File: src/rtl/regfile_ctrl_pkg.sv
// Shared types and sizes for the register-file write-port controller.
package regfile_ctrl_pkg;

  localparam int XLEN       = 32;
  localparam int REG_ADDR_W = 5;
  localparam int NUM_REGS   = 32;

  typedef logic [REG_ADDR_W-1:0] reg_addr_t;

  // One writeback as presented by a requester.
  typedef struct packed {
    reg_addr_t       addr;
    logic [XLEN-1:0] data;
  } wb_req_t;

endpackage

File: src/rtl/regfile_wb_ctrl_rr_arbiter.sv
// Combinational round-robin arbiter: first valid request at or after ptr,
// wrapping around; grant is one-hot or all zero.
module rr_arbiter #(
  parameter int N  = 3,
  parameter int PW = (N > 1) ? $clog2(N) : 1
) (
  input  logic [N-1:0]  req,
  input  logic [PW-1:0] ptr,
  output logic [N-1:0]  grant
);

  logic found;

  // Two passes: indices ptr..N-1 first, then the wrapped range 0..ptr-1.
  always_comb begin
    grant = '0;
    found = 1'b0;
    for (int i = 0; i < N; i++) begin
      if (!found && req[i] && (i >= int'(ptr))) begin
        grant[i] = 1'b1;
        found    = 1'b1;
      end
    end
    for (int i = 0; i < N; i++) begin
      if (!found && req[i] && (i < int'(ptr))) begin
        grant[i] = 1'b1;
        found    = 1'b1;
      end
    end
  end

endmodule

File: src/rtl/regfile_wb_ctrl.sv
// Register-file write-port controller: round-robin sharing of the single
// write port among writeback requesters, plus a pending-write scoreboard
// that issue logic uses to stall on read-after-write hazards.
module regfile_wb_ctrl #(
  parameter int NUM_REQ    = 3,
  parameter int XLEN       = 32,
  parameter int REG_ADDR_W = 5
) (
  input  logic                              clk,
  input  logic                              reset,
  input  logic [NUM_REQ-1:0]                req_valid,
  input  logic [NUM_REQ-1:0][REG_ADDR_W-1:0] req_addr,
  input  logic [NUM_REQ-1:0][XLEN-1:0]      req_data,
  output logic [NUM_REQ-1:0]                req_ready,
  input  logic                              rsv_valid,
  input  logic [REG_ADDR_W-1:0]             rsv_addr,
  output logic                              rsv_conflict,
  input  logic [REG_ADDR_W-1:0]             rs1_addr,
  input  logic [REG_ADDR_W-1:0]             rs2_addr,
  output logic                              rs1_busy,
  output logic                              rs2_busy,
  output logic                              rf_we,
  output logic [REG_ADDR_W-1:0]             rf_a3,
  output logic [XLEN-1:0]                   rf_wd3
);

  import regfile_ctrl_pkg::*;

  localparam int PTR_W = (NUM_REQ > 1) ? $clog2(NUM_REQ) : 1;
  localparam int NREG  = 1 << REG_ADDR_W;

  logic [PTR_W-1:0]      rr_ptr_q, rr_ptr_d;
  logic [NUM_REQ-1:0]    gnt;
  logic                  gnt_any;
  logic [PTR_W-1:0]      win_idx;
  wb_req_t               win;

  logic                  rf_we_q,  rf_we_d;
  logic [REG_ADDR_W-1:0] rf_a3_q,  rf_a3_d;
  logic [XLEN-1:0]       rf_wd3_q, rf_wd3_d;
  logic [NREG-1:0]       pend_q,   pend_d;

  rr_arbiter #(.N(NUM_REQ), .PW(PTR_W)) u_arb (
    .req   (req_valid),
    .ptr   (rr_ptr_q),
    .grant (gnt)
  );

  assign req_ready = gnt;
  assign gnt_any   = |gnt;

  // Select the winning requester's index and payload from the one-hot grant.
  always_comb begin
    win_idx = '0;
    win     = '0;
    for (int i = 0; i < NUM_REQ; i++) begin
      if (gnt[i]) begin
        win_idx   = PTR_W'(i);
        win.addr  = req_addr[i];
        win.data  = req_data[i];
      end
    end
  end

  // Next-state: pointer advances past the winner; writeback reg loads on grant;
  // scoreboard clears the retiring write, then sets the new reservation so a
  // same-address set beats the clear.
  always_comb begin
    rr_ptr_d = rr_ptr_q;
    rf_we_d  = 1'b0;
    rf_a3_d  = rf_a3_q;
    rf_wd3_d = rf_wd3_q;
    pend_d   = pend_q;
    if (gnt_any) begin
      rr_ptr_d = (win_idx == PTR_W'(NUM_REQ - 1)) ? '0 : win_idx + PTR_W'(1);
      rf_we_d  = (win.addr != '0);
      rf_a3_d  = win.addr;
      rf_wd3_d = win.data;
    end
    if (rf_we_q)
      pend_d[rf_a3_q] = 1'b0;
    if (rsv_valid && (rsv_addr != '0))
      pend_d[rsv_addr] = 1'b1;
  end

  // State registers; asynchronous reset drops any in-flight write.
  always_ff @(posedge clk or posedge reset) begin
    if (reset) begin
      rr_ptr_q <= '0;
      rf_we_q  <= 1'b0;
      rf_a3_q  <= '0;
      rf_wd3_q <= '0;
      pend_q   <= '0;
    end else begin
      rr_ptr_q <= rr_ptr_d;
      rf_we_q  <= rf_we_d;
      rf_a3_q  <= rf_a3_d;
      rf_wd3_q <= rf_wd3_d;
      pend_q   <= pend_d;
    end
  end

  assign rf_we  = rf_we_q;
  assign rf_a3  = rf_a3_q;
  assign rf_wd3 = rf_wd3_q;

  assign rs1_busy = pend_q[rs1_addr] && (rs1_addr != '0);
  assign rs2_busy = pend_q[rs2_addr] && (rs2_addr != '0);

  // Advisory only: a write retiring this cycle to the same register hides it.
  assign rsv_conflict = rsv_valid && (rsv_addr != '0) && pend_q[rsv_addr] &&
                        !(rf_we_q && (rf_a3_q == rsv_addr));

endmodule

File: config.mk
export PLATFORM = sky130hd
export DESIGN_NAME = regfile_wb_ctrl
export DESIGN_NICKNAME = d
export VERILOG_FILES = /design/src/rtl/regfile_ctrl_pkg.sv /design/src/rtl/regfile_wb_ctrl_rr_arbiter.sv /design/src/rtl/regfile_wb_ctrl.sv
export SDC_FILE = /design/constraint.sdc
export NUM_CORES = 1
export LEC_CHECK = 0
export BUFFER_PORTS_ARGS = -buffer_cell sky130_fd_sc_hd__buf_2
export CAP_MARGIN = 20
export CORE_ASPECT_RATIO = 2
export CORE_MARGIN = 4
export CORE_UTILIZATION = 30
export CTS_BUF_LIST = sky130_fd_sc_hd__clkbuf_16
export CTS_CLUSTER_DIAMETER = 80
export DETAILED_ROUTE_END_ITERATION = 10
export GPL_ROUTABILITY_DRIVEN = 0
export PLACE_DENSITY_LB_ADDON = 0.2
export REMOVE_ABC_BUFFERS = 1
export SLEW_MARGIN = 20
export SYNTH_ARGS = -nofsm -noshare
export SYNTH_HDL_FRONTEND = slang
export SYNTH_SLANG_ARGS = --single-unit
File: constraint.sdc
create_clock -name clk -period 2.8 [get_ports clk]
set_input_delay 0.28 -clock clk [delete_from_list [all_inputs] [get_ports clk]]
set_output_delay 0.28 -clock clk [all_outputs]
set_load 0.02 [all_outputs]
==> flow_summary.html, run 1 <==
<table>
<tr><th>Metric</th><th>Value</th></tr>
<tr><th colspan="2">Cells and area</th></tr>
<tr><td>Layout cells sized above 1</td><td>40.10%</td></tr>
<tr><td>Net count of the finished layout</td><td>708</td></tr>
<tr><td>Summed area of non-filler cells in the final layout</td><td>5406 um^2</td></tr>
<tr><td>Number of inserted diodes</td><td>0</td></tr>
<tr><td>Number of inserted filler cells in the final layout</td><td>1379</td></tr>
<tr><td>Relative area change from synthesis to final layout</td><td>30.62%</td></tr>
<tr><th colspan="2">Clock network</th></tr>
<tr><td>Number of post-CTS setup repair buffers</td><td>0</td></tr>
<tr><td>Clock-pin slew on the worst setup and hold paths</td><td>0.06 ns</td></tr>
<tr><td>Number of buffers inserted for hold repair after clock tree synthesis</td><td>0</td></tr>
<tr><td>Clock latency on the worst-skew pair</td><td>0.33 ns</td></tr>
<tr><td>Total CTS buffers</td><td>9</td></tr>
<tr><td>Clk root buf</td><td>sky130_fd_sc_hd__clkbuf_16</td></tr>
<tr><td>TritonCTS clock tree</td><td>built</td></tr>
<tr><td>PostCTS Resize Cnt</td><td>0</td></tr>
<tr><td>Clock tree buffer depth</td><td>2</td></tr>
<tr><td>Depth of the CTS H-tree</td><td>3</td></tr>
<tr><td>Clock tree sinks</td><td>72</td></tr>
<tr><th colspan="2">Global route</th></tr>
<tr><td>First-pass GRT wire length</td><td>22630 um</td></tr>
<tr><td>Sum of overflow across all layers after global routing</td><td>0</td></tr>
<tr><td>Number of global-route vias before repair</td><td>4420</td></tr>
<tr><td>Tot GR Track Use</td><td>18.05%</td></tr>
<tr><td>Pin count of the biggest net entering global routing</td><td>73</td></tr>
<tr><td>Antenna violations before repair</td><td>0</td></tr>
<tr><th colspan="2">STA</th></tr>
<tr><td>Tmin final</td><td>2.444 ns</td></tr>
<tr><td>Final cycle utilization of the critical path</td><td>87.27%</td></tr>
<tr><td>Max Transition Viols Final</td><td>0</td></tr>
<tr><td>Number of hold violations in the final report</td><td>0</td></tr>
<tr><td>Clock skew after layout</td><td>0.007349 ns</td></tr>
<tr><td>Setup repair after global routing missed its margin</td><td>false</td></tr>
<tr><td>Worst slew pin tran</td><td>0.6323 ns</td></tr>
<tr><td>Peak clock frequency supported by timing</td><td>0.4092 GHz</td></tr>
<tr><td>Worst-case headroom to the max-slew limit</td><td>57.52%</td></tr>
<tr><td>Number of setup violations in the final report</td><td>0</td></tr>
<tr><td>Sum of negative setup slack</td><td>0 ns</td></tr>
<tr><th colspan="2">Logic synthesis</th></tr>
<tr><td>Synth Area in Adders</td><td>0%</td></tr>
<tr><td>Area fraction in compound gates after synthesis</td><td>22.67%</td></tr>
<tr><td>Ys async rst share</td><td>100.0%</td></tr>
<tr><td>Synthesized flop and latch total</td><td>72</td></tr>
<tr><td>Commonest cells in the netlist</td><td>sky130_fd_sc_hd__dfrtp_1, sky130_fd_sc_hd__o21ai_0, sky130_fd_sc_hd__nand2_1, sky130_fd_sc_hd__nor2_1</td></tr>
<tr><td>Synth Area in XOR/XNOR</td><td>1.058%</td></tr>
<tr><td>Post-Syn Area</td><td>4139 um^2</td></tr>
<tr><td>Warning count from the yosys run</td><td>0</td></tr>
<tr><td>Average cell area after synthesis</td><td>9.926 um^2</td></tr>
<tr><td>Top post-synthesis cells by area</td><td>sky130_fd_sc_hd__dfrtp_1, sky130_fd_sc_hd__mux4_2, sky130_fd_sc_hd__o21ai_0</td></tr>
<tr><td>Post-synthesis mux area share</td><td>15.24%</td></tr>
<tr><td>Cell with the most instances after synthesis</td><td>sky130_fd_sc_hd__dfrtp_1</td></tr>
<tr><td>Top cell type by total area after synthesis</td><td>sky130_fd_sc_hd__dfrtp_1</td></tr>
<tr><td>Fraction of post-synthesis cell area in the top cell type by area</td><td>43.53%</td></tr>
<tr><td>Number of synthesized flops with an enable pin</td><td>0</td></tr>
<tr><td>Distinct cell type count after synthesis</td><td>41</td></tr>
<tr><td>Post-synthesis instance total</td><td>417</td></tr>
<tr><td>Share of synthesized cell area in and, or, nand and nor gates</td><td>13.69%</td></tr>
<tr><td>Top flip-flop cell by instance count after synthesis</td><td>sky130_fd_sc_hd__dfrtp_1</td></tr>
<tr><td>Largest family of logic cells by synthesized area</td><td>compound AO/OA/AOI/OAI gates</td></tr>
<tr><td>Sequential share of the synthesized area</td><td>43.53%</td></tr>
<tr><th colspan="2">Detailed routing</th></tr>
<tr><td>Post-DR vias/cell</td><td>5.626</td></tr>
<tr><td>Count of nets left with antenna violations after detail routing</td><td>0</td></tr>
<tr><td>Number of design-rule violations left by the first detailed-router iteration</td><td>135</td></tr>
<tr><td>Vias post-DR</td><td>4141</td></tr>
<tr><td>Total detailed-routing wirelength</td><td>14100 um</td></tr>
<tr><td>Number of design rule violations left after detail routing</td><td>0</td></tr>
<tr><td>First-pass DRT Iterations</td><td>5</td></tr>
<tr><td>Post-detailed-route wirelength per cell</td><td>19.16 um</td></tr>
<tr><th colspan="2">Floorplan</th></tr>
<tr><td>Core area</td><td>13510 um^2</td></tr>
<tr><td>Count of standard-cell rows</td><td>60</td></tr>
<tr><td>Die Y</td><td>174.1 um</td></tr>
<tr><td>Horiz. Die Dim</td><td>91.06 um</td></tr>
<tr><td>Total die area</td><td>15850 um^2</td></tr>
<tr><td>Io pins</td><td>176</td></tr>
<tr><td>Initial Util</td><td>30.63%</td></tr>
<tr><th colspan="2">Critical path</th></tr>
<tr><td>WP data required</td><td>2.52 ns</td></tr>
<tr><td>Worst reg-to-reg path cell count</td><td>4</td></tr>
<tr><td>Timing startpoint of the critical path</td><td>pend_q[18]</td></tr>
<tr><td>Data arrival time of the critical path</td><td>2.16 ns</td></tr>
<tr><td>Crit path to</td><td>rs2_busy</td></tr>
<tr><td>RR Startpoint</td><td>rr_ptr_q[1]</td></tr>
<tr><td>Critical path peak fanout</td><td>4</td></tr>
<tr><td>Endpoint of the worst-slack reg-to-reg timing path</td><td>rf_we</td></tr>
<tr><td>Type of element capturing the critical path</td><td>output port</td></tr>
<tr><td>Critical Setup Path Class</td><td>reg -&gt; out</td></tr>
<tr><td>Startpoint kind of the worst setup timing path</td><td>flop</td></tr>
<tr><td>Worst reg2reg setup slack</td><td>0.85 ns</td></tr>
<tr><th colspan="2">Flow run</th></tr>
<tr><td>Number of max-cap violations</td><td>0</td></tr>
<tr><th colspan="2">Power</th></tr>
<tr><td>Static leakage</td><td>0.002415 uW</td></tr>
<tr><td>Power density cells</td><td>787.3 nW/um^2</td></tr>
<tr><td>VDD IR-drop max</td><td>0.3168 mV</td></tr>
<tr><th colspan="2">Hold path</th></tr>
<tr><td>Hold crit path type</td><td>in -&gt; async</td></tr>
<tr><th colspan="2">Run status</th></tr>
<tr><td>Result of the run</td><td>completed</td></tr>
<tr><th colspan="2">Place</th></tr>
<tr><td>Placed instance area</td><td>5129 um^2</td></tr>
<tr><td>Input/output buffers</td><td>175</td></tr>
<tr><td>HPWL reported at the end of detailed placement</td><td>11320 um</td></tr>
</table>
==> per-stage QoR <==
step	setup WS (ns)	util, %	hold slack [ns]	cells	power (uW)
floorplan	0.5781	-	0.4274	386	2592
global placement	0.5700	37.95	0.4020	720	3187
detailed placement	0.5181	37.95	0.4081	720	3238
CTS	0.3281	39.98	0.05024	736	4291
global route	0.2914	40.01	0.07776	736	4517
finish	0.3564	40.01	0.03451	736	4256
==> cells in the final DEF, fill, tap and decap left out, types with 3 or more instances in the layout <==
cell                        count
sky130_fd_sc_hd__o21ai_0       65
sky130_fd_sc_hd__buf_4          3
sky130_fd_sc_hd__clkinv_2       3
sky130_fd_sc_hd__clkbuf_16      9
sky130_fd_sc_hd__nand2b_1       4
sky130_fd_sc_hd__buf_2        175
sky130_fd_sc_hd__xor2_1         4
sky130_fd_sc_hd__nor2_1        39
sky130_fd_sc_hd__dfrtp_1       72
sky130_fd_sc_hd__nand3b_1      11
sky130_fd_sc_hd__inv_1          8
sky130_fd_sc_hd__a31oi_1       31
sky130_fd_sc_hd__clkinv_4       3
sky130_fd_sc_hd__and3_1         3
sky130_fd_sc_hd__nor2b_1        3
sky130_fd_sc_hd__a22oi_1       31
sky130_fd_sc_hd__mux2_2         4
sky130_fd_sc_hd__nand3_1        4
sky130_fd_sc_hd__a222oi_1       3
sky130_fd_sc_hd__nand2_1       43
sky130_fd_sc_hd__mux4_2        26
sky130_fd_sc_hd__or3b_2         5
sky130_fd_sc_hd__o22ai_1        4
==> state kept, by name, summed over array words and instances (netlist names) <==
name / flops
pend_q: 32
rf_we: 1
rr_ptr_q: 2
rf_a3: 5
rf_wd3: 32
==> cell families after synthesis <==
group / count (synthesis)
mux: 30
simple gates: 120
xor+xnor: 5
compound gates: 150
buf+inv: 40
flops: 72
==> worst max-delay path: stages (launching register included) <==
cell and delay, ns:
sky130_fd_sc_hd__dfrtp_1 0.44, sky130_fd_sc_hd__mux4_2 0.48, sky130_fd_sc_hd__mux4_2 0.48, sky130_fd_sc_hd__mux2_2 0.28
sky130_fd_sc_hd__buf_2 0.16
==> where the power goes <==
group | internal (uW) | switching [uW]
registers | 1370 | 417
logic | 718 | 715
clock network | 598 | 438
==> final cells by class <==
cell class	instances	area [um^2]	area share [%]
flip-flops and latches	72	1802	33.33
inverters	9	33.78	0.6249
clock buffers	9	225.2	4.166
clock inverters	7	48.80	0.9026
well taps	155	193.9	3.587
multi-input cells	305	2185	40.41
repair buffers	179	918.4	16.99
==> how the worst min path moves through the flow <==
stage           startpoint          to  depth (start not counted)
2_1_floorplan  req_addr[7]    rf_a3[2]                          2
3_3_place_gp         reset  rf_wd3[26]                          3
3_5_place_dp         reset  rf_wd3[11]                          3
4_1_cts              reset  rf_wd3[15]                          3
5_1_grt              reset  rf_wd3[15]                          3
6_report             reset  rf_wd3[11]                          3
==> routing by layer <==
metal  GRT usage (%)  vias to the layer above  part of all wire (%)
li1                -                     1901                     -
met1           17.45                     1958                    33
met2           33.50                      235                    54
met3           4.764                       47                   8.3
met4           10.64                        0                   5.3
met5               0                        -                     0
(Power assumes the default switching activity.)
==> run 2: changes to the inputs <==
--- a/config.mk
+++ b/config.mk
@@ -5,6 +5,7 @@
 export SDC_FILE = /design/constraint.sdc
 export NUM_CORES = 1
 export LEC_CHECK = 0
+export ABC_AREA = 1
 export BUFFER_PORTS_ARGS = -buffer_cell sky130_fd_sc_hd__buf_2
 export CAP_MARGIN = 20
 export CORE_ASPECT_RATIO = 2
==> flow_summary.html, run 2 <==
<table>
<tr><th>Metric</th><th>Value</th></tr>
<tr><th colspan="2">Cells and area</th></tr>
<tr><td>Net count of the finished layout</td><td>933 (+32%)</td></tr>
<tr><td>Relative area change from synthesis to final layout</td><td>30.87%</td></tr>
<tr><td>Summed area of non-filler cells in the final layout</td><td>5692 um^2 (+5.3%)</td></tr>
<tr><td>Most common cell after layout, fill and taps aside</td><td>sky130_fd_sc_hd__nand2_1</td></tr>
<tr><td>Final non-filler cell total</td><td>998 (+36%)</td></tr>
<tr><td>Layout cells sized above 1</td><td>25.31% (-15 points)</td></tr>
<tr><td>Most frequent cells in the layout</td><td>sky130_fd_sc_hd__nand2_1, sky130_fd_sc_hd__buf_2, sky130_fd_sc_hd__o21ai_0</td></tr>
<tr><td>Number of inserted diodes</td><td>0 (unchanged)</td></tr>
<tr><th colspan="2">Critical path</th></tr>
<tr><td>Cell occurring most often along the worst timing path</td><td>sky130_fd_sc_hd__nand2_1</td></tr>
<tr><td>Critical path peak fanout</td><td>18 (+14)</td></tr>
<tr><td>Critical Setup Path Class</td><td>reg -&gt; out</td></tr>
<tr><td>Cell-by-cell trace of the critical path</td><td>nand2_1, nand2_1, nand2_1, nand3_1, nand2_2, buf_4, buf_2</td></tr>
<tr><td>Largest delay share family, worst path</td><td>simple AND/OR/NAND/NOR gates</td></tr>
<tr><td>RR Startpoint</td><td>rr_ptr_q[1]</td></tr>
<tr><td>Data arrival time of the critical path</td><td>1.90 ns (-0.26 ns)</td></tr>
<tr><td>Critical Path Max Stage Delay</td><td>0.40 ns (-0.08 ns)</td></tr>
<tr><td>Worst reg2reg setup slack</td><td>0.90 ns (+0.05 ns)</td></tr>
<tr><td>Worst reg-to-reg path cell count</td><td>9 (+5)</td></tr>
<tr><td>Startpoint kind of the worst setup timing path</td><td>flop</td></tr>
<tr><td>Type of element capturing the critical path</td><td>output port</td></tr>
<tr><td>Endpoint of the worst-slack reg-to-reg timing path</td><td>rf_a3[1]</td></tr>
<tr><td>WP data required</td><td>2.52 ns (about the same)</td></tr>
<tr><td>Worst path buffer plus inverter count</td><td>2 (+1)</td></tr>
<tr><td>Cell with the largest stage delay on the worst path</td><td>sky130_fd_sc_hd__dfrtp_1</td></tr>
<tr><th colspan="2">Clock network</th></tr>
<tr><td>Clk root buf</td><td>sky130_fd_sc_hd__clkbuf_16</td></tr>
<tr><td>Clock tree buffer depth</td><td>2 (unchanged)</td></tr>
<tr><td>PostCTS Resize Cnt</td><td>0 (unchanged)</td></tr>
<tr><td>Clock-pin slew on the worst setup and hold paths</td><td>0.06 ns (about the same)</td></tr>
<tr><td>Clock tree sinks</td><td>72 (unchanged)</td></tr>
<tr><td>Number of buffers inserted for hold repair after clock tree synthesis</td><td>0 (unchanged)</td></tr>
<tr><td>Depth of the CTS H-tree</td><td>3 (unchanged)</td></tr>
<tr><td>Total CTS buffers</td><td>9 (unchanged)</td></tr>
<tr><td>TritonCTS clock tree</td><td>built</td></tr>
<tr><td>Number of post-CTS setup repair buffers</td><td>0 (unchanged)</td></tr>
<tr><td>Clock latency on the worst-skew pair</td><td>0.33 ns (about the same)</td></tr>
<tr><th colspan="2">Logic synthesis</th></tr>
<tr><td>Synth Area in XOR/XNOR</td><td>0% (-1.1 points)</td></tr>
<tr><td>Cell with the most instances after synthesis</td><td>sky130_fd_sc_hd__nand2_1</td></tr>
<tr><td>Post-Syn Area</td><td>4349 um^2 (+5.1%)</td></tr>
<tr><td>Commonest cells in the netlist</td><td>sky130_fd_sc_hd__nand2_1, sky130_fd_sc_hd__o21ai_0, sky130_fd_sc_hd__dfrtp_1, sky130_fd_sc_hd__inv_1, sky130_fd_sc_hd__nand3_1</td></tr>
<tr><td>Post-synthesis instance total</td><td>632 (+52%)</td></tr>
<tr><td>Share of synthesized cell area in and, or, nand and nor gates</td><td>32.65% (+19 points)</td></tr>
<tr><td>Warning count from the yosys run</td><td>0 (unchanged)</td></tr>
<tr><td>Distinct cell type count after synthesis</td><td>24 (-41%)</td></tr>
<tr><td>Top flip-flop cell by instance count after synthesis</td><td>sky130_fd_sc_hd__dfrtp_1</td></tr>
<tr><td>Synthesized flop and latch total</td><td>72 (unchanged)</td></tr>
<tr><td>Largest family of logic cells by synthesized area</td><td>simple AND/OR/NAND/NOR gates</td></tr>
<tr><td>Ys async rst share</td><td>100.0% (unchanged)</td></tr>
<tr><td>Top cell type by total area after synthesis</td><td>sky130_fd_sc_hd__dfrtp_1</td></tr>
<tr><td>Number of synthesized flops with an enable pin</td><td>0 (unchanged)</td></tr>
<tr><td>Sequential share of the synthesized area</td><td>41.43% (-2.1 points)</td></tr>
<tr><td>Top post-synthesis cells by area</td><td>sky130_fd_sc_hd__dfrtp_1, sky130_fd_sc_hd__nand2_1, sky130_fd_sc_hd__o21ai_0</td></tr>
<tr><td>Synth Area in Adders</td><td>0% (unchanged)</td></tr>
<tr><td>Post-synthesis mux area share</td><td>0% (-15 points)</td></tr>
<tr><td>Area fraction in compound gates after synthesis</td><td>17.72% (-5.0 points)</td></tr>
<tr><td>Average cell area after synthesis</td><td>6.882 um^2 (-31%)</td></tr>
<tr><td>Fraction of post-synthesis cell area in the top cell type by area</td><td>41.43% (-2.1 points)</td></tr>
<tr><th colspan="2">STA</th></tr>
<tr><td>Sum of negative setup slack</td><td>0 ns (unchanged)</td></tr>
<tr><td>Final cycle utilization of the critical path</td><td>77.82% (-9.5 points)</td></tr>
<tr><td>Peak clock frequency supported by timing</td><td>0.4590 GHz (+12%)</td></tr>
<tr><td>Max Transition Viols Final</td><td>0 (unchanged)</td></tr>
<tr><td>Worst-case headroom to the max-slew limit</td><td>46.08% (-11 points)</td></tr>
<tr><td>Setup repair after global routing missed its margin</td><td>false</td></tr>
<tr><td>Clock skew after layout</td><td>0.007086 ns (-0.0002627 ns)</td></tr>
<tr><td>Tmin final</td><td>2.179 ns (-0.2647 ns)</td></tr>
<tr><td>Number of setup violations in the final report</td><td>0 (unchanged)</td></tr>
<tr><td>Number of hold violations in the final report</td><td>0 (unchanged)</td></tr>
<tr><td>Worst slew pin tran</td><td>0.8076 ns (+0.1753 ns)</td></tr>
<tr><th colspan="2">Hold path</th></tr>
<tr><td>Hold crit path type</td><td>in -&gt; async</td></tr>
<tr><th colspan="2">Run status</th></tr>
<tr><td>Result of the run</td><td>completed</td></tr>
<tr><th colspan="2">Global route</th></tr>
<tr><td>Tot GR Track Use</td><td>20.84% (+2.8 points)</td></tr>
<tr><td>Antenna violations before repair</td><td>0 (unchanged)</td></tr>
<tr><td>Pin count of the biggest net entering global routing</td><td>40 (-45%)</td></tr>
<tr><td>Sum of overflow across all layers after global routing</td><td>0 (unchanged)</td></tr>
<tr><td>First-pass GRT wire length</td><td>26510 um (+17%)</td></tr>
<tr><td>Number of global-route vias before repair</td><td>5120 (+16%)</td></tr>
<tr><th colspan="2">Place</th></tr>
<tr><td>Input/output buffers</td><td>175 (unchanged)</td></tr>
<tr><td>Placed cell count</td><td>982 (+36%)</td></tr>
<tr><td>Placed instance area</td><td>5410 um^2 (+5.5%)</td></tr>
<tr><td>HPWL reported at the end of detailed placement</td><td>13680 um (+21%)</td></tr>
<tr><th colspan="2">Floorplan</th></tr>
<tr><td>Io pins</td><td>176 (unchanged)</td></tr>
<tr><td>Total die area</td><td>16600 um^2 (+4.7%)</td></tr>
<tr><td>Horiz. Die Dim</td><td>93.14 um (+2.3%)</td></tr>
<tr><td>Core area</td><td>14270 um^2 (+5.6%)</td></tr>
<tr><td>Die Y</td><td>178.3 um (+2.4%)</td></tr>
<tr><td>Initial Util</td><td>30.47% (-0.16 points)</td></tr>
<tr><td>Count of standard-cell rows</td><td>62 (+3.3%)</td></tr>
<tr><th colspan="2">Detailed routing</th></tr>
<tr><td>Post-DR vias/cell</td><td>5.032 (-11%)</td></tr>
<tr><td>Number of design-rule violations left by the first detailed-router iteration</td><td>166 (+23%)</td></tr>
<tr><td>Post-detailed-route wirelength per cell</td><td>16.92 um (-12%)</td></tr>
<tr><td>Number of design rule violations left after detail routing</td><td>0 (unchanged)</td></tr>
<tr><td>Total detailed-routing wirelength</td><td>16890 um (+20%)</td></tr>
<tr><td>First-pass DRT Iterations</td><td>5 (unchanged)</td></tr>
<tr><td>Count of nets left with antenna violations after detail routing</td><td>0 (unchanged)</td></tr>
<tr><td>Vias post-DR</td><td>5022 (+21%)</td></tr>
<tr><th colspan="2">Power</th></tr>
<tr><td>Clock power share</td><td>18.6% (-5.8 points)</td></tr>
<tr><td>Switching part of the total power</td><td>47.09% (+10 points)</td></tr>
<tr><td>Static leakage</td><td>0.002831 uW (+17%)</td></tr>
<tr><td>Pint</td><td>3118 uW (+16%)</td></tr>
<tr><td>Net switching power</td><td>2775 uW (+77%)</td></tr>
<tr><td>Combinational share of power</td><td>45.6% (+12 points)</td></tr>
<tr><td>VDD IR-drop max</td><td>0.4022 mV (+27%)</td></tr>
<tr><td>Overall Power</td><td>5893 uW (+38%)</td></tr>
<tr><td>Power density cells</td><td>1035 nW/um^2 (+32%)</td></tr>
<tr><td>Seq pwr share</td><td>35.8% (-6.2 points)</td></tr>
<tr><th colspan="2">Flow run</th></tr>
<tr><td>Number of max-cap violations</td><td>0 (unchanged)</td></tr>
</table>
## run 2: cell types whose count changed after synthesis, sizes merged, moves of 11 or more
cell    delta
nand3     +36
a22oi     -31
mux4      -26
clkbuf    -12
inv       +52
a21oi     +17
nand2    +178
nor2      -15
o211ai    +11
o21ai     +35
nand4     +35
a31oi     -30
## run 2: worst max-delay path by stage
stage | cells after the start | from | to
after floorplan | 7 | rr_ptr_q[1] | rf_a3[0]
after global placement | 10 | rs2_addr[0] | rs2_busy
after detailed placement | 10 | rs2_addr[0] | rs2_busy
after CTS | 7 | rr_ptr_q[1] | req_ready[2]
after global routing | 7 | rr_ptr_q[1] | req_ready[2]
final | 7 | rr_ptr_q[1] | req_ready[2]
## run 2: per-stage QoR
step / setup slack [ns] / hold slack [ns] / utilization [%]
after global placement: 0.8720 / 0.4652 / 37.90
after global routing: 0.4962 / 0.1663 / 39.88
after detailed placement: 0.8585 / 0.4681 / 37.90
after floorplan: 0.3145 / 0.4164 / -
after CTS: 0.5934 / 0.1312 / 39.88
final: 0.6211 / 0.1072 / 39.88
## run 2: power by group through the flow
stage                     clock (uW)  combinational (uW)  sequential [uW]
after global routing            1170                3010             2180
final                           1100                2690             2110
after CTS                       1120                2720             2110
after detailed placement           0                2720             2110
after global placement             0                2720             2110
after floorplan                    0                1360             2250
## run 2: worst register-to-register path, cell delays in order (launching register included)
cell	delay, ns
sky130_fd_sc_hd__dfrtp_1	0.37
sky130_fd_sc_hd__nand2_1	0.07
sky130_fd_sc_hd__nand2_1	0.10
sky130_fd_sc_hd__nand2_1	0.11
sky130_fd_sc_hd__nand3_1	0.10
sky130_fd_sc_hd__nand2_2	0.23
sky130_fd_sc_hd__nor3_4	0.19
sky130_fd_sc_hd__buf_4	0.37
sky130_fd_sc_hd__inv_2	0.14
sky130_fd_sc_hd__o21bai_1	0.14
## run 2: logic make-up after synthesis
family	Yosys count
flops	72
simple gates	332
buf+inv	85
compound gates	143
## run 2: final cells by class
cell class	count	area, um^2
fill	1633	8582
multi-input combinational	475	2198
sequential	72	1802
timing repair buffer	182	940.9
tap	192	240.2
inverter	61	229.0
clock buffer	9	225.2
clock inverter	7	56.30
## run 2: routing by layer
layer | global-route usage, % | share of wire [%] | up-vias
met1 | 20.91 | 34 | 2288
met2 | 39.03 | 54 | 247
met4 | 10.46 | 4.5 | 0
met5 | 0 | 0 | -
li1 | - | - | 2448
met3 | 5.108 | 7.7 | 39
==> run 3: changes to the inputs <==
==> constraint.sdc (replaced) <==
create_clock -name clk -period 2.25 [get_ports clk]
set_input_delay 0.225 -clock clk [delete_from_list [all_inputs] [get_ports clk]]
set_output_delay 0.225 -clock clk [all_outputs]
set_load 0.02 [all_outputs]
==> flow_summary.html, run 3 (same netlist as run 2, synthesis figures left out) <==
<table>
<tr><th>Metric</th><th>Value</th></tr>
<tr><th colspan="2">Hold path</th></tr>
<tr><td>Hold crit path type</td><td>in -&gt; reg</td></tr>
<tr><th colspan="2">Global route</th></tr>
<tr><td>Antenna violations before repair</td><td>0 (unchanged)</td></tr>
<tr><td>Number of global-route vias before repair</td><td>5237 (+2.3%)</td></tr>
<tr><td>First-pass GRT wire length</td><td>26830 um (+1.2%)</td></tr>
<tr><td>Tot GR Track Use</td><td>20.97% (+0.13 points)</td></tr>
<tr><td>Sum of overflow across all layers after global routing</td><td>0 (unchanged)</td></tr>
<tr><td>Pin count of the biggest net entering global routing</td><td>58 (+45%)</td></tr>
<tr><th colspan="2">Floorplan</th></tr>
<tr><td>Count of standard-cell rows</td><td>62 (unchanged)</td></tr>
<tr><td>Io pins</td><td>176 (unchanged)</td></tr>
<tr><td>Die Y</td><td>178.3 um (unchanged)</td></tr>
<tr><td>Total die area</td><td>16600 um^2 (unchanged)</td></tr>
<tr><td>Core area</td><td>14270 um^2 (unchanged)</td></tr>
<tr><td>Initial Util</td><td>30.47% (unchanged)</td></tr>
<tr><td>Horiz. Die Dim</td><td>93.14 um (unchanged)</td></tr>
<tr><th colspan="2">Place</th></tr>
<tr><td>Setup Slack @ Placement</td><td>0.4511 ns (-0.4073 ns)</td></tr>
<tr><td>HPWL reported at the end of detailed placement</td><td>13650 um (-0.27%)</td></tr>
<tr><td>Placed cell count</td><td>987 (+0.51%)</td></tr>
<tr><td>Input/output buffers</td><td>175 (unchanged)</td></tr>
<tr><th colspan="2">Clock network</th></tr>
<tr><td>Number of buffers inserted for hold repair after clock tree synthesis</td><td>1 (+1)</td></tr>
<tr><td>Number of post-CTS setup repair buffers</td><td>0 (unchanged)</td></tr>
<tr><td>Clock tree sinks</td><td>72 (unchanged)</td></tr>
<tr><td>Depth of the CTS H-tree</td><td>3 (unchanged)</td></tr>
<tr><td>TritonCTS clock tree</td><td>built</td></tr>
<tr><td>Clock latency on the worst-skew pair</td><td>0.33 ns (about the same)</td></tr>
<tr><td>PostCTS Resize Cnt</td><td>0 (unchanged)</td></tr>
<tr><td>Clock-pin slew on the worst setup and hold paths</td><td>0.06 ns (about the same)</td></tr>
<tr><td>Total CTS buffers</td><td>9 (unchanged)</td></tr>
<tr><td>Clock tree buffer depth</td><td>2 (unchanged)</td></tr>
<tr><td>Clk root buf</td><td>sky130_fd_sc_hd__clkbuf_16</td></tr>
<tr><th colspan="2">Detailed routing</th></tr>
<tr><td>Number of design-rule violations left by the first detailed-router iteration</td><td>233 (+40%)</td></tr>
<tr><td>Count of nets left with antenna violations after detail routing</td><td>0 (unchanged)</td></tr>
<tr><td>Total detailed-routing wirelength</td><td>17000 um (+0.67%)</td></tr>
<tr><td>Number of design rule violations left after detail routing</td><td>0 (unchanged)</td></tr>
<tr><td>Post-detailed-route wirelength per cell</td><td>16.94 um (about the same)</td></tr>
<tr><td>First-pass DRT Iterations</td><td>5 (unchanged)</td></tr>
<tr><td>Vias post-DR</td><td>5097 (+1.5%)</td></tr>
<tr><td>Post-DR vias/cell</td><td>5.077 (+0.89%)</td></tr>
<tr><th colspan="2">Critical path</th></tr>
<tr><td>WP data required</td><td>2.03 ns (-0.49 ns)</td></tr>
<tr><td>Type of element capturing the critical path</td><td>output port</td></tr>
<tr><td>Startpoint kind of the worst setup timing path</td><td>flop</td></tr>
<tr><td>Data arrival time of the critical path</td><td>1.85 ns (-0.05 ns)</td></tr>
<tr><td>Critical Setup Path Class</td><td>reg -&gt; out</td></tr>
<tr><td>Critical path peak fanout</td><td>16 (-2)</td></tr>
<tr><th colspan="2">Power</th></tr>
<tr><td>Power density cells</td><td>1302 nW/um^2 (+26%)</td></tr>
<tr><td>VDD IR-drop max</td><td>0.5626 mV (+40%)</td></tr>
<tr><td>Static leakage</td><td>0.002872 uW (+1.5%)</td></tr>
<tr><td>Overall Power</td><td>7532 uW (+28%)</td></tr>
<tr><th colspan="2">STA</th></tr>
<tr><td>Number of hold violations in the final report</td><td>0 (unchanged)</td></tr>
<tr><td>Worst slew pin tran</td><td>0.4768 ns (-0.3308 ns)</td></tr>
<tr><td>Tmin final</td><td>2.073 ns</td></tr>
<tr><td>Worst-case headroom to the max-slew limit</td><td>68.21% (+22 points)</td></tr>
<tr><td>Number of setup violations in the final report</td><td>0 (unchanged)</td></tr>
<tr><td>Clock skew after layout</td><td>0.005097 ns (-0.001989 ns)</td></tr>
<tr><td>Setup repair after global routing missed its margin</td><td>false</td></tr>
<tr><td>Peak clock frequency supported by timing</td><td>0.4824 GHz</td></tr>
<tr><td>Min setup slack post-route</td><td>0.1769 ns (-0.4442 ns)</td></tr>
<tr><td>Max Transition Viols Final</td><td>0 (unchanged)</td></tr>
<tr><td>Final cycle utilization of the critical path</td><td>92.14%</td></tr>
<tr><td>Worst hold slack</td><td>0.1158 ns (+0.008633 ns)</td></tr>
<tr><th colspan="2">Cells and area</th></tr>
<tr><td>Final Core Density</td><td>40.52% (+0.64 points)</td></tr>
<tr><td>Most frequent cells in the layout</td><td>sky130_fd_sc_hd__nand2_1, sky130_fd_sc_hd__buf_2, sky130_fd_sc_hd__o21ai_0</td></tr>
<tr><td>Most common cell after layout, fill and taps aside</td><td>sky130_fd_sc_hd__nand2_1</td></tr>
<tr><td>Net count of the finished layout</td><td>939 (+0.64%)</td></tr>
<tr><td>Number of inserted diodes</td><td>0 (unchanged)</td></tr>
<tr><td>Relative area change from synthesis to final layout</td><td>32.97%</td></tr>
<tr><td>Number of inserted filler cells in the final layout</td><td>1617 (-0.98%)</td></tr>
<tr><td>Final non-filler cell total</td><td>1004 (+0.60%)</td></tr>
<tr><td>Layout cells sized above 1</td><td>25.99% (+0.68 points)</td></tr>
<tr><th colspan="2">Run status</th></tr>
<tr><td>Result of the run</td><td>completed</td></tr>
<tr><th colspan="2">Flow run</th></tr>
<tr><td>Number of max-cap violations</td><td>0 (unchanged)</td></tr>
</table>
==> run 3: power by group <==
group,switching (uW),leakage [uW],internal (uW)
combinational,2280,0.00187,1140
clock,535,0.000160,962
sequential,656,0.000846,1960
==> run 3: through the flow <==
stage | instance area (um^2) | TNS, ns
after floorplan | 4222 | -5.677
after global placement | 5460 | 0
after detailed placement | 5460 | 0
after CTS | 5783 | 0
after global routing | 5783 | 0
final | 5783 | 0
==> run 3: area by class of cell <==
| type | instances | area [um^2] | area share, % |
|---|---|---|---|
| Tap cell | 192 | 240.2 | 4.154 |
| Sequential cell | 72 | 1802 | 31.16 |
| Multi-Input combinational cell | 475 | 2198 | 38.01 |
| Clock inverter | 7 | 87.58 | 1.514 |
| Timing Repair Buffer | 188 | 1001 | 17.31 |
| Inverter | 61 | 229.0 | 3.959 |
| Clock buffer | 9 | 225.2 | 3.894 |
==> run 3: path summary, 6_finish.rpt <==
path | to | cells past startpoint | slack, ns | from
worst max-delay path | req_ready[2] | 7 | 0.18 | rr_ptr_q[1]
worst max register to register | rf_a3[0] | 9 | 0.45 | rr_ptr_q[1]
max in group asynchronous | pend_q[11] | 4 | 1.20 | reset
worst min register to register | rf_wd3[26] | 2 | 0.49 | rf_wd3[26]
worst min-delay path | rf_wd3[16] | 3 | 0.12 | req_data[16]
min in group asynchronous | rf_wd3[22] | 3 | 0.42 | reset
==> run 3: worst max-delay path, cell delays in order (launching register included) <==
cell and delay (ns):
sky130_fd_sc_hd__dfrtp_1 0.40, sky130_fd_sc_hd__nand2_1 0.09, sky130_fd_sc_hd__nand2_1 0.08, sky130_fd_sc_hd__nand2_1 0.13
sky130_fd_sc_hd__nand3_1 0.10, sky130_fd_sc_hd__nand2_2 0.31, sky130_fd_sc_hd__buf_4 0.23, sky130_fd_sc_hd__buf_2 0.17
==> run 3: metal layers <==
metal | part of all wire (%) | GRT usage (%) | vias to the layer above
li1 | - | - | 2464
met3 | 8.0 | 4.686 | 65
met4 | 6.4 | 14.19 | 0
met1 | 34 | 21.34 | 2285
met2 | 51 | 37.47 | 283
met5 | 0 | 0 | -
